==> src/rtl/fifo_arb_pkg.sv <==
// Shared definitions for the fifo_arb buffer scheduler: owner encoding,
// FSM state type, default data width and one-hot/owner conversion helpers.
package fifo_arb_pkg;

  localparam int unsigned DATA_W_DEF = 32;

  localparam logic [1:0] OWN_W0   = 2'd0;
  localparam logic [1:0] OWN_W1   = 2'd1;
  localparam logic [1:0] OWN_RD   = 2'd2;
  localparam logic [1:0] OWN_NONE = 2'd3;

  typedef enum logic [0:0] {
    IDLE  = 1'b0,
    BURST = 1'b1
  } state_t;

  // Owner code to one-hot grant vector {RD, W1, W0}; NONE maps to zero.
  function automatic logic [2:0] own2oh(input logic [1:0] own);
    logic [2:0] oh;
    oh = 3'b000;
    case (own)
      OWN_W0:  oh = 3'b001;
      OWN_W1:  oh = 3'b010;
      OWN_RD:  oh = 3'b100;
      default: oh = 3'b000;
    endcase
    return oh;
  endfunction

  // One-hot grant vector {RD, W1, W0} to owner code; zero maps to NONE.
  function automatic logic [1:0] oh2own(input logic [2:0] oh);
    logic [1:0] own;
    own = OWN_NONE;
    if (oh[0])      own = OWN_W0;
    else if (oh[1]) own = OWN_W1;
    else if (oh[2]) own = OWN_RD;
    return own;
  endfunction

endpackage

==> src/rtl/fifo_arb_rr_pick.sv <==
// Combinational 3-way rotating-priority picker (order W0 -> W1 -> RD),
// starting with the requester after the last owner.
// Ports:
//   elig - eligible vector {RD, W1, W0}
//   last - last owner code (NONE behaves like RD, so W0 goes first)
//   gnt  - one-hot grant {RD, W1, W0}, zero when nothing is eligible
module fifo_arb_rr_pick
  import fifo_arb_pkg::*;
(
  input  logic [2:0] elig,
  input  logic [1:0] last,
  output logic [2:0] gnt
);

  always_comb begin
    gnt = 3'b000;
    case (last)
      OWN_W0: begin
        if (elig[1])      gnt = 3'b010;
        else if (elig[2]) gnt = 3'b100;
        else if (elig[0]) gnt = 3'b001;
      end
      OWN_W1: begin
        if (elig[2])      gnt = 3'b100;
        else if (elig[0]) gnt = 3'b001;
        else if (elig[1]) gnt = 3'b010;
      end
      default: begin
        if (elig[0])      gnt = 3'b001;
        else if (elig[1]) gnt = 3'b010;
        else if (elig[2]) gnt = 3'b100;
      end
    endcase
  end

endmodule

==> src/rtl/fifo_arb.sv <==
// Scheduler sharing one single-command 32-entry buffer between two writers
// and one reader. Grants in bounded bursts, never issues a write to a full
// or a read to an empty buffer, at most one buffer command per cycle.
// Optional macro FIFO_ARB_RD_PRIO_EN: reader gets strict priority over writes.
// Ports:
//   CLK, RESETL                  - clock, async active-low reset
//   W0_VALID/W0_DATA/W0_READY    - writer 0 handshake (READY combinational)
//   W1_VALID/W1_DATA/W1_READY    - writer 1 handshake (READY combinational)
//   RD_REQ/RD_READY              - read request level / combinational grant
//   RD_VALID/RD_DATA             - registered read-valid, data from buffer
//   BUF_REQ/BUF_WRH_RDL/BUF_DATAIN - buffer command (combinational)
//   BUF_DATAOUT/BUF_FULL/BUF_EMPTY - buffer read data and flags
//   OWNER                        - registered owner of previous cycle's grant
module fifo_arb
  import fifo_arb_pkg::*;
#(
  parameter int unsigned DATA_W    = DATA_W_DEF,
  parameter int unsigned MAX_BURST = 4
) (
  input  logic              CLK,
  input  logic              RESETL,
  input  logic              W0_VALID,
  input  logic [DATA_W-1:0] W0_DATA,
  output logic              W0_READY,
  input  logic              W1_VALID,
  input  logic [DATA_W-1:0] W1_DATA,
  output logic              W1_READY,
  input  logic              RD_REQ,
  output logic              RD_READY,
  output logic              RD_VALID,
  output logic [DATA_W-1:0] RD_DATA,
  output logic              BUF_REQ,
  output logic              BUF_WRH_RDL,
  output logic [DATA_W-1:0] BUF_DATAIN,
  input  logic [DATA_W-1:0] BUF_DATAOUT,
  input  logic              BUF_FULL,
  input  logic              BUF_EMPTY,
  output logic [1:0]        OWNER
);

  localparam int unsigned CNT_W = 4;

  state_t           state_q, state_d;
  logic [CNT_W-1:0] cnt_q, cnt_d;
  logic [1:0]       last_q, last_d;
  logic [1:0]       owner_q;
  logic             rd_valid_q;

  logic [2:0] elig_c, pick_elig_c, pick_c, own_oh_c, gnt_raw_c, gnt_c;
  logic       cont_c;

  assign elig_c = {RD_REQ & ~BUF_EMPTY, W1_VALID & ~BUF_FULL, W0_VALID & ~BUF_FULL};

`ifdef FIFO_ARB_RD_PRIO_EN
  // Reader is handled ahead of rotation; rotation only arbitrates writers.
  assign pick_elig_c = {1'b0, elig_c[1:0]};
`else
  assign pick_elig_c = elig_c;
`endif

  fifo_arb_rr_pick u_pick (
    .elig (pick_elig_c),
    .last (last_q),
    .gnt  (pick_c)
  );

  // In BURST last_q is the current owner, so it doubles as the burst owner.
  assign own_oh_c = own2oh(last_q);
  assign cont_c   = (state_q == BURST) && (|(elig_c & own_oh_c)) &&
                    (cnt_q < CNT_W'(MAX_BURST));

  // Next-state and grant selection.
  always_comb begin
    gnt_raw_c = 3'b000;
    state_d   = IDLE;
    cnt_d     = '0;
`ifdef FIFO_ARB_RD_PRIO_EN
    if (elig_c[2]) begin
      gnt_raw_c = 3'b100;
      state_d   = BURST;
      cnt_d     = (cont_c && (last_q == OWN_RD)) ? cnt_q + CNT_W'(1) : CNT_W'(1);
    end else
`endif
    if (cont_c) begin
      gnt_raw_c = own_oh_c;
      state_d   = BURST;
      cnt_d     = cnt_q + CNT_W'(1);
    end else if (|pick_elig_c) begin
      gnt_raw_c = pick_c;
      state_d   = BURST;
      cnt_d     = CNT_W'(1);
    end
    last_d = (|gnt_raw_c) ? oh2own(gnt_raw_c) : last_q;
  end

  // Reset must silence the buffer immediately, even between clock edges.
  assign gnt_c = gnt_raw_c & {3{RESETL}};

  assign W0_READY    = gnt_c[0];
  assign W1_READY    = gnt_c[1];
  assign RD_READY    = gnt_c[2];
  assign BUF_REQ     = |gnt_c;
  assign BUF_WRH_RDL = gnt_c[0] | gnt_c[1];
  assign BUF_DATAIN  = gnt_c[0] ? W0_DATA :
                       gnt_c[1] ? W1_DATA : '0;
  assign RD_DATA     = BUF_DATAOUT;
  assign RD_VALID    = rd_valid_q;
  assign OWNER       = owner_q;

  // State, counters and registered status.
  always_ff @(posedge CLK or negedge RESETL) begin
    if (!RESETL) begin
      state_q    <= IDLE;
      cnt_q      <= '0;
      last_q     <= OWN_RD;
      owner_q    <= OWN_NONE;
      rd_valid_q <= 1'b0;
    end else begin
      state_q    <= state_d;
      cnt_q      <= cnt_d;
      last_q     <= last_d;
      owner_q    <= (|gnt_c) ? oh2own(gnt_c) : OWN_NONE;
      rd_valid_q <= gnt_c[2];
    end
  end

endmodule

==> config.mk <==
export PLATFORM = sky130hd
export DESIGN_NAME = fifo_arb
export DESIGN_NICKNAME = d
export VERILOG_FILES = /design/src/rtl/fifo_arb_pkg.sv /design/src/rtl/fifo_arb_rr_pick.sv /design/src/rtl/fifo_arb.sv
export SDC_FILE = /design/constraint.sdc
export NUM_CORES = 1
export LEC_CHECK = 0
export ABC_AREA = 1
export CAP_MARGIN = 20
export CORE_AREA = 4 4 74 76
export CTS_CLUSTER_SIZE = 20
export DETAILED_ROUTE_END_ITERATION = 6
export DIE_AREA = 0 0 78 80
export PLACE_DENSITY = 0.85
export REMOVE_ABC_BUFFERS = 1
export SYNTH_ARGS = -nofsm -noshare
export SYNTH_HDL_FRONTEND = slang
export SYNTH_SLANG_ARGS = --single-unit
==> constraint.sdc <==
create_clock -name CLK -period 3.6 [get_ports CLK]
set_input_delay 0.54 -clock CLK [delete_from_list [all_inputs] [get_ports CLK]]
set_output_delay 0.54 -clock CLK [all_outputs]
set_load 0.05 [all_outputs]
After elaboration in Yosys (flattened, before gate mapping)
Index checks and enable logic that the tools add are counted.
{"block": "word_totals", "out_inout_bits": 72, "register_bits": 10, "latchBits": 0, "mem_bits_ro": 0, "mem_bits_rw": 0, "mem_count": 0}
{"block": "classes", "n_shift": 0, "reduce_logical": 7, "n_bitwise": 8, "magnitude_cmp": 1, "add_sub_neg": 1, "n_mul": 0, "eq_ne": 2, "n_div": 0, "muxes": 26}
{"cell": "2-to-1 mux 32 bit", "n": 2}
{"cell": "2-to-1 mux 3 bit", "n": 9}
{"cell": "2-to-1 mux 2 bit", "n": 6}
{"cell": "OR reduction 3 bit", "n": 4}
{"cell": "case mux 3 bit (3 select lines)", "n": 1}
{"cell": "AND 3 bit", "n": 2}
{"cell": "2-to-1 mux 1 bit", "n": 6}
{"cell": "case mux 3 bit (2 select lines)", "n": 1}
{"cell": "adder 4 x 1 -> 4 bit (second input constant)", "n": 1}
{"cell": "less-than comparator 4 x 3 -> 1 bit (second input constant)", "n": 1}
{"cell": "2-to-1 mux 4 bit", "n": 1}
{"cell": "AND 1 bit", "n": 3}
{"cell": "== test 2 x 1 -> 1 bit (second input constant)", "n": 1}
{"cell": "== test 2 bit (second input constant)", "n": 1}
{"cell": "logical AND 1 bit", "n": 2}
{"cell": "logical NOT 2 bit", "n": 1}
{"cell": "NOT 1 bit", "n": 2}
{"cell": "OR 1 bit", "n": 1}

Longest topological paths before layout
{"block": "depth", "ltp_word": 13, "mapped_depth": 11, "depth_no_buf": 10}

Modules after synthesis
A second synthesis with hierarchy kept.
{"block": "hier_totals", "hier_cells": 223, "hier_area_um2": 1453.9}
{"mod": "fifo_arb", "area_each_um2": 1375.1, "n_inst": 1, "cells_per_inst": 208, "seq_area_each_um2": 254.0}
{"mod": "fifo_arb_rr_pick", "area_each_um2": 78.8, "n_inst": 1, "cells_per_inst": 15, "seq_area_each_um2": 0.0}

Least setup slack after synthesis
Ideal clock, no wire load.
{"block": "synth_path", "kind": "in2out", "start": "input port RD_REQ", "end": "output port BUF_DATAIN[22]", "cell_stages": 11, "required_time_ns": 3.060, "path_slack_ns": 1.158, "arrival_ns": 1.902, "cell_sequence": "inv_1 -> nor2_1 -> nand2_1 -> nand3_2 -> nand2_2 -> nand2_1 -> nand3_1 -> inv_2 -> buf_4 -> nand2_1 -> nand2_1"}
{"block": "synth_between", "elab_cells_between_ends": 15, "cone_classes": "mux (8); bitwise (3); reduce/logical (4)"}
{"element": "start, declared", "line_no": "fifo_arb.sv:28", "text": "input logic RD_REQ,"}
{"element": "AND 1 bit (*)", "line_no": "fifo_arb.sv:52", "text": "assign elig_c = {RD_REQ & ~BUF_EMPTY, W1_VALID & ~BUF_FULL, W0_VALID & ~BUF_FULL};"}
{"element": "2-to-1 mux 3 bit / AND 3 bit (equally long branches)", "line_no": "fifo_arb_rr_pick.sv:20, fifo_arb.sv:69"}
{"element": "2-to-1 mux 3 bit / OR reduction 3 bit (equally long branches)", "line_no": "fifo_arb_rr_pick.sv:19, fifo_arb.sv:69"}
{"element": "case mux 3 bit (2 select lines) / logical AND 1 bit (equally long branches)", "line_no": "fifo_arb_rr_pick.sv:17, fifo_arb.sv:69"}
{"element": "2-to-1 mux 3 bit / logical AND 1 bit (equally long branches)", "line_no": "fifo_arb.sv:88, fifo_arb.sv:69"}
{"element": "2-to-1 mux 3 bit (*)", "line_no": "fifo_arb.sv:84", "text": "if (cont_c) begin"}
{"element": "AND 3 bit (*)", "line_no": "fifo_arb.sv:97", "text": "assign gnt_c = gnt_raw_c & {3{RESETL}};"}
{"element": "net W0_READY", "line_no": "fifo_arb.sv:24", "text": "output logic W0_READY,"}
{"element": "2-to-1 mux 32 bit (*)", "line_no": "fifo_arb.sv:104", "text": "assign BUF_DATAIN = gnt_c[0] ? W0_DATA :"}
{"element": "end, declared", "line_no": "fifo_arb.sv:34", "text": "output logic [DATA_W-1:0] BUF_DATAIN,"}
Mark *: on every way through the listed nets, which the timed path passes. The rest lies on a longest branch.

Worst setup path in the final report
{"block": "layout_path", "start": "input port RD_REQ", "end": "output port BUF_REQ"}
{"block": "layout_between", "elab_chain_len": 9, "elab_cells_between_ends": 17, "cone_classes": "mux (9); bitwise (3); reduce/logical (5)"}
{"element": "AND 1 bit (*)", "line_no": "fifo_arb.sv:52"}
{"element": "2-to-1 mux 3 bit", "line_no": "fifo_arb_rr_pick.sv:31", "text": "else if (elig[2]) gnt = 3'b100;"}
{"element": "2-to-1 mux 3 bit", "line_no": "fifo_arb_rr_pick.sv:30", "text": "else if (elig[1]) gnt = 3'b010;"}
{"element": "2-to-1 mux 3 bit", "line_no": "fifo_arb_rr_pick.sv:29", "text": "if (elig[0]) gnt = 3'b001;"}
{"element": "case mux 3 bit (2 select lines)", "line_no": "fifo_arb_rr_pick.sv:17", "text": "case (last)"}
{"element": "2-to-1 mux 3 bit", "line_no": "fifo_arb.sv:88", "text": "end else if (|pick_elig_c) begin"}
{"element": "2-to-1 mux 3 bit (*)", "line_no": "fifo_arb.sv:84"}
{"element": "AND 3 bit (*)", "line_no": "fifo_arb.sv:97"}
{"element": "OR reduction 3 bit (*)", "line_no": "fifo_arb.sv:102", "text": "assign BUF_REQ = |gnt_c;"}
{"element": "end, declared", "line_no": "fifo_arb.sv:32", "text": "output logic BUF_REQ,"}
Mark *: on every way between the ends. The rest lies on a longest branch, timed or not.

==> impl_metrics.env <==
export IMPL_worstMarginPinSlew_ps=559
export IMPL_avgSynthCellArea_um2=5.95
export IMPL_postPlaceCellArea_um2=2460
export IMPL_status="finished, final reports clean"
export IMPL_hpwlAfterDp_mm=4.33
export IMPL_rsz0062_at_grt="no"
export IMPL_area_delta_synth_final_pct=108
export IMPL_syn_cell_area_um2=1210
export IMPL_rr_startpoint="last_q[1]"
export IMPL_worst_setup_path_type="in2out"
export IMPL_yosys_area_share_adder_pct=1.04
export IMPL_grt_pass1_vias=1467
export IMPL_p_sw_share_pct=43.1
export IMPL_postCtsSetupBuffers=0
export IMPL_setup_slack_ps=295
export IMPL_synth_compound_gate_area_share_pct=1.97
export IMPL_antenna_cells=0
export IMPL_drt_vias_per_instance=4.25
export IMPL_finalInstanceArea_um2=2510
export IMPL_clock_latency_ps=230
export IMPL_critPathLaunch="RD_REQ"
export IMPL_worst_setup_path_start_kind="primary input"
export IMPL_initialDrtViolationCount=35
export IMPL_pre_cts_ws_ps=327
export IMPL_synthMuxAreaShare_pct=0
export IMPL_clk_path_buf_depth=2
export IMPL_irDropWorstVdd_mv=0.153
export IMPL_power_frac_clock_pct=15.7
export IMPL_finalCritPeriodShare_pct=91.8
export IMPL_synth_top_family_by_area="simple AND/OR/NAND/NOR gates"
export IMPL_finalWirelength_mm=5.05
export IMPL_numCtsBuffers=3
export IMPL_yosys_warnings=0
export IMPL_cts_repair_resized=0
export IMPL_finalCoreUtilization_pct=53.2
export IMPL_grtUsageTotal_pct=15.1
export IMPL_final_min_clock_period_ps=3310
export IMPL_drive_above_1_share_pct=22.4
export IMPL_synth_xor_area_share_pct=0
export IMPL_intPower_uw=501
export IMPL_hold_viol=0
export IMPL_core_area_um2=4720
export IMPL_sequentialPowerShare_pct=16.1
export IMPL_rr_endpoint="OWNER[1]"
export IMPL_grt_first_pass_wirelength_mm=7.13
export IMPL_synthCells=203
export IMPL_clkTransAtPathRegs_ps=50
export IMPL_maxCapViolCount=0
export IMPL_dieArea_um2=6240
export IMPL_final_antenna_net_count=0
export IMPL_cts_tree="done"
export IMPL_ff2ff_path_depth=9
export IMPL_numClockSinks=10
export IMPL_pwr_share_comb_pct=68.2
export IMPL_die_w_um=78
export IMPL_synth_cell_type_count=20
export IMPL_port_buffers=110
export IMPL_routedWlPerCell_um=14.5
export IMPL_start_util_pct=25.6
export IMPL_timing_fmax_mhz=303
export IMPL_fin_nets=386
export IMPL_grt_start_max_net_pins=35
export IMPL_ff2ff_setup_slack_ps=1740
export IMPL_gp_congestion=0.880
export IMPL_seq_area_frac_synth_pct=21.0
export IMPL_synthSimpleGateAreaFrac_pct=46.9
export IMPL_row_count=25
export IMPL_tns_ps=0
export IMPL_layout_commonest_cell="nand2_1"
export IMPL_power_density_nw_per_um2=350
export IMPL_cp_max_fo=4
export IMPL_critPathCaptureType="primary output"
export IMPL_p_leak_uw=0.00120
export IMPL_slew_headroom_pct=62.7
export IMPL_ctsHoldBuffers=0
export IMPL_drt_first_pass_iters=4
export IMPL_vias=1479
export IMPL_die_h_um=80
export IMPL_post_route_drc_count=0
export IMPL_grt_remaining_overflow=0
export IMPL_crit_arrival_ps=2770
export IMPL_critPathCapture="BUF_REQ"
export IMPL_htreeDepth=1
export IMPL_ios=175
export IMPL_ys_seq_elements=10
export IMPL_hp_class="reg2reg"
export IMPL_setup_viol=0
export IMPL_nFillCells=421
export IMPL_mostFrequentLayoutCells="101 x nand2_1, 75 x clkdlybuf4s50_1, 34 x buf_12"
export IMPL_switchingPower_uw=379
export IMPL_slew_viol_final=0
export IMPL_root_buffer="clkbuf_8"
export IMPL_worstHoldStart="cnt_q[0]"
export IMPL_cp_required_ps=3060
export IMPL_final_setup_skew_ps=0.599
export IMPL_antenna_found_initial=0
## power groups by stage
stage                     clock, uW  sequential (uW)  combinational [uW]
after floorplan                   0              163                 265
after global placement            0              143                 596
after detailed placement          0              143                 605
after CTS                       141              142                 607
after global routing            149              143                 629
final                           138              142                 600
## through the flow
stage | std cells | power [uW] | hold slack, ps
global placement | 344 | 739 | 475
floorplan | 165 | 428 | 244
global route | 348 | 921 | 510
finish | 348 | 880 | 491
detailed placement | 344 | 749 | 486
CTS | 348 | 890 | 492
## how the worst min path moves through the flow
stage	end	slack, ps	cells after the start
after floorplan	RD_VALID	240	0
after global placement	cnt_q[0]	480	1
after detailed placement	cnt_q[0]	490	1
after CTS	cnt_q[0]	490	1
after global routing	cnt_q[0]	510	1
final	cnt_q[0]	490	1
## kinds of logic (layout without fill, tap and decap cells)
| logic type | count (synthesis) | after routing |
|---|---|---|
| buffers and inverters | 53 | 131 |
| AO/OA/AOI/OAI | 4 | 4 |
| adder cells (fa/ha/maj) | 1 | 1 |
| AND/OR/NAND/NOR | 134 | 134 |
| other | 1 | 1 |
| flip-flops | 10 | 10 |
## routing by layer
| metal | wire [um] | GRT usage (%) | up-vias |
|---|---|---|---|
| li1 | - | - | 730 |
| met1 | 1830 | 15.7 | 637 |
| met2 | 2420 | 23.9 | 106 |
| met3 | 754 | 11.1 | 6 |
| met4 | 44 | 3.85 | 0 |
| met5 | 0 | 4.55 | - |
## critical path: stages
cell,delay [ps]
clkdlybuf4s50_1,450
inv_1,30
nor2_1,210
nand2_1,110
a21boi_0,330
nand2_2,110
nand3_2,120
nand3_1,130
clkdlybuf4s50_1,730
## synth_stat cells (all sizes together)
| cell | n | area, um^2 |
|---|---|---|
| nand2 | 112 | 448 |
| ha | 1 | 12.5 |
| nand3b | 1 | 7.51 |
| nor3b | 1 | 12.5 |
| o21ai | 2 | 10.0 |
| buf | 38 | 289 |
| inv | 15 | 58.8 |
| a31oi | 1 | 6.26 |
| nor2 | 11 | 43.8 |
| dfstp | 3 | 78.8 |
| a21boi | 1 | 7.51 |
| dfrtp | 7 | 175 |
| nand3 | 9 | 55.1 |
| conb | 1 | 3.75 |
## final cells by class
| type | instances | area (um^2) | share of cell area, % |
|---|---|---|---|
| Timing Repair Buffer | 112 | 1450 | 57.9 |
| Multi-Input combinational cell | 140 | 607 | 24.2 |
| Sequential cell | 10 | 254 | 10.1 |
| Tap cell | 67 | 83.8 | 3.34 |
| Inverter | 15 | 58.8 | 2.34 |
| Clock buffer | 4 | 55.1 | 2.19 |
## flip-flops by register name (all words and copies together) (netlist names)
name / cells
cnt_q: 4
OWNER: 2
last_q: 2
RD_VALID: 1
state_q: 1
No activity file was read; power rests on OpenSTA's default activity.
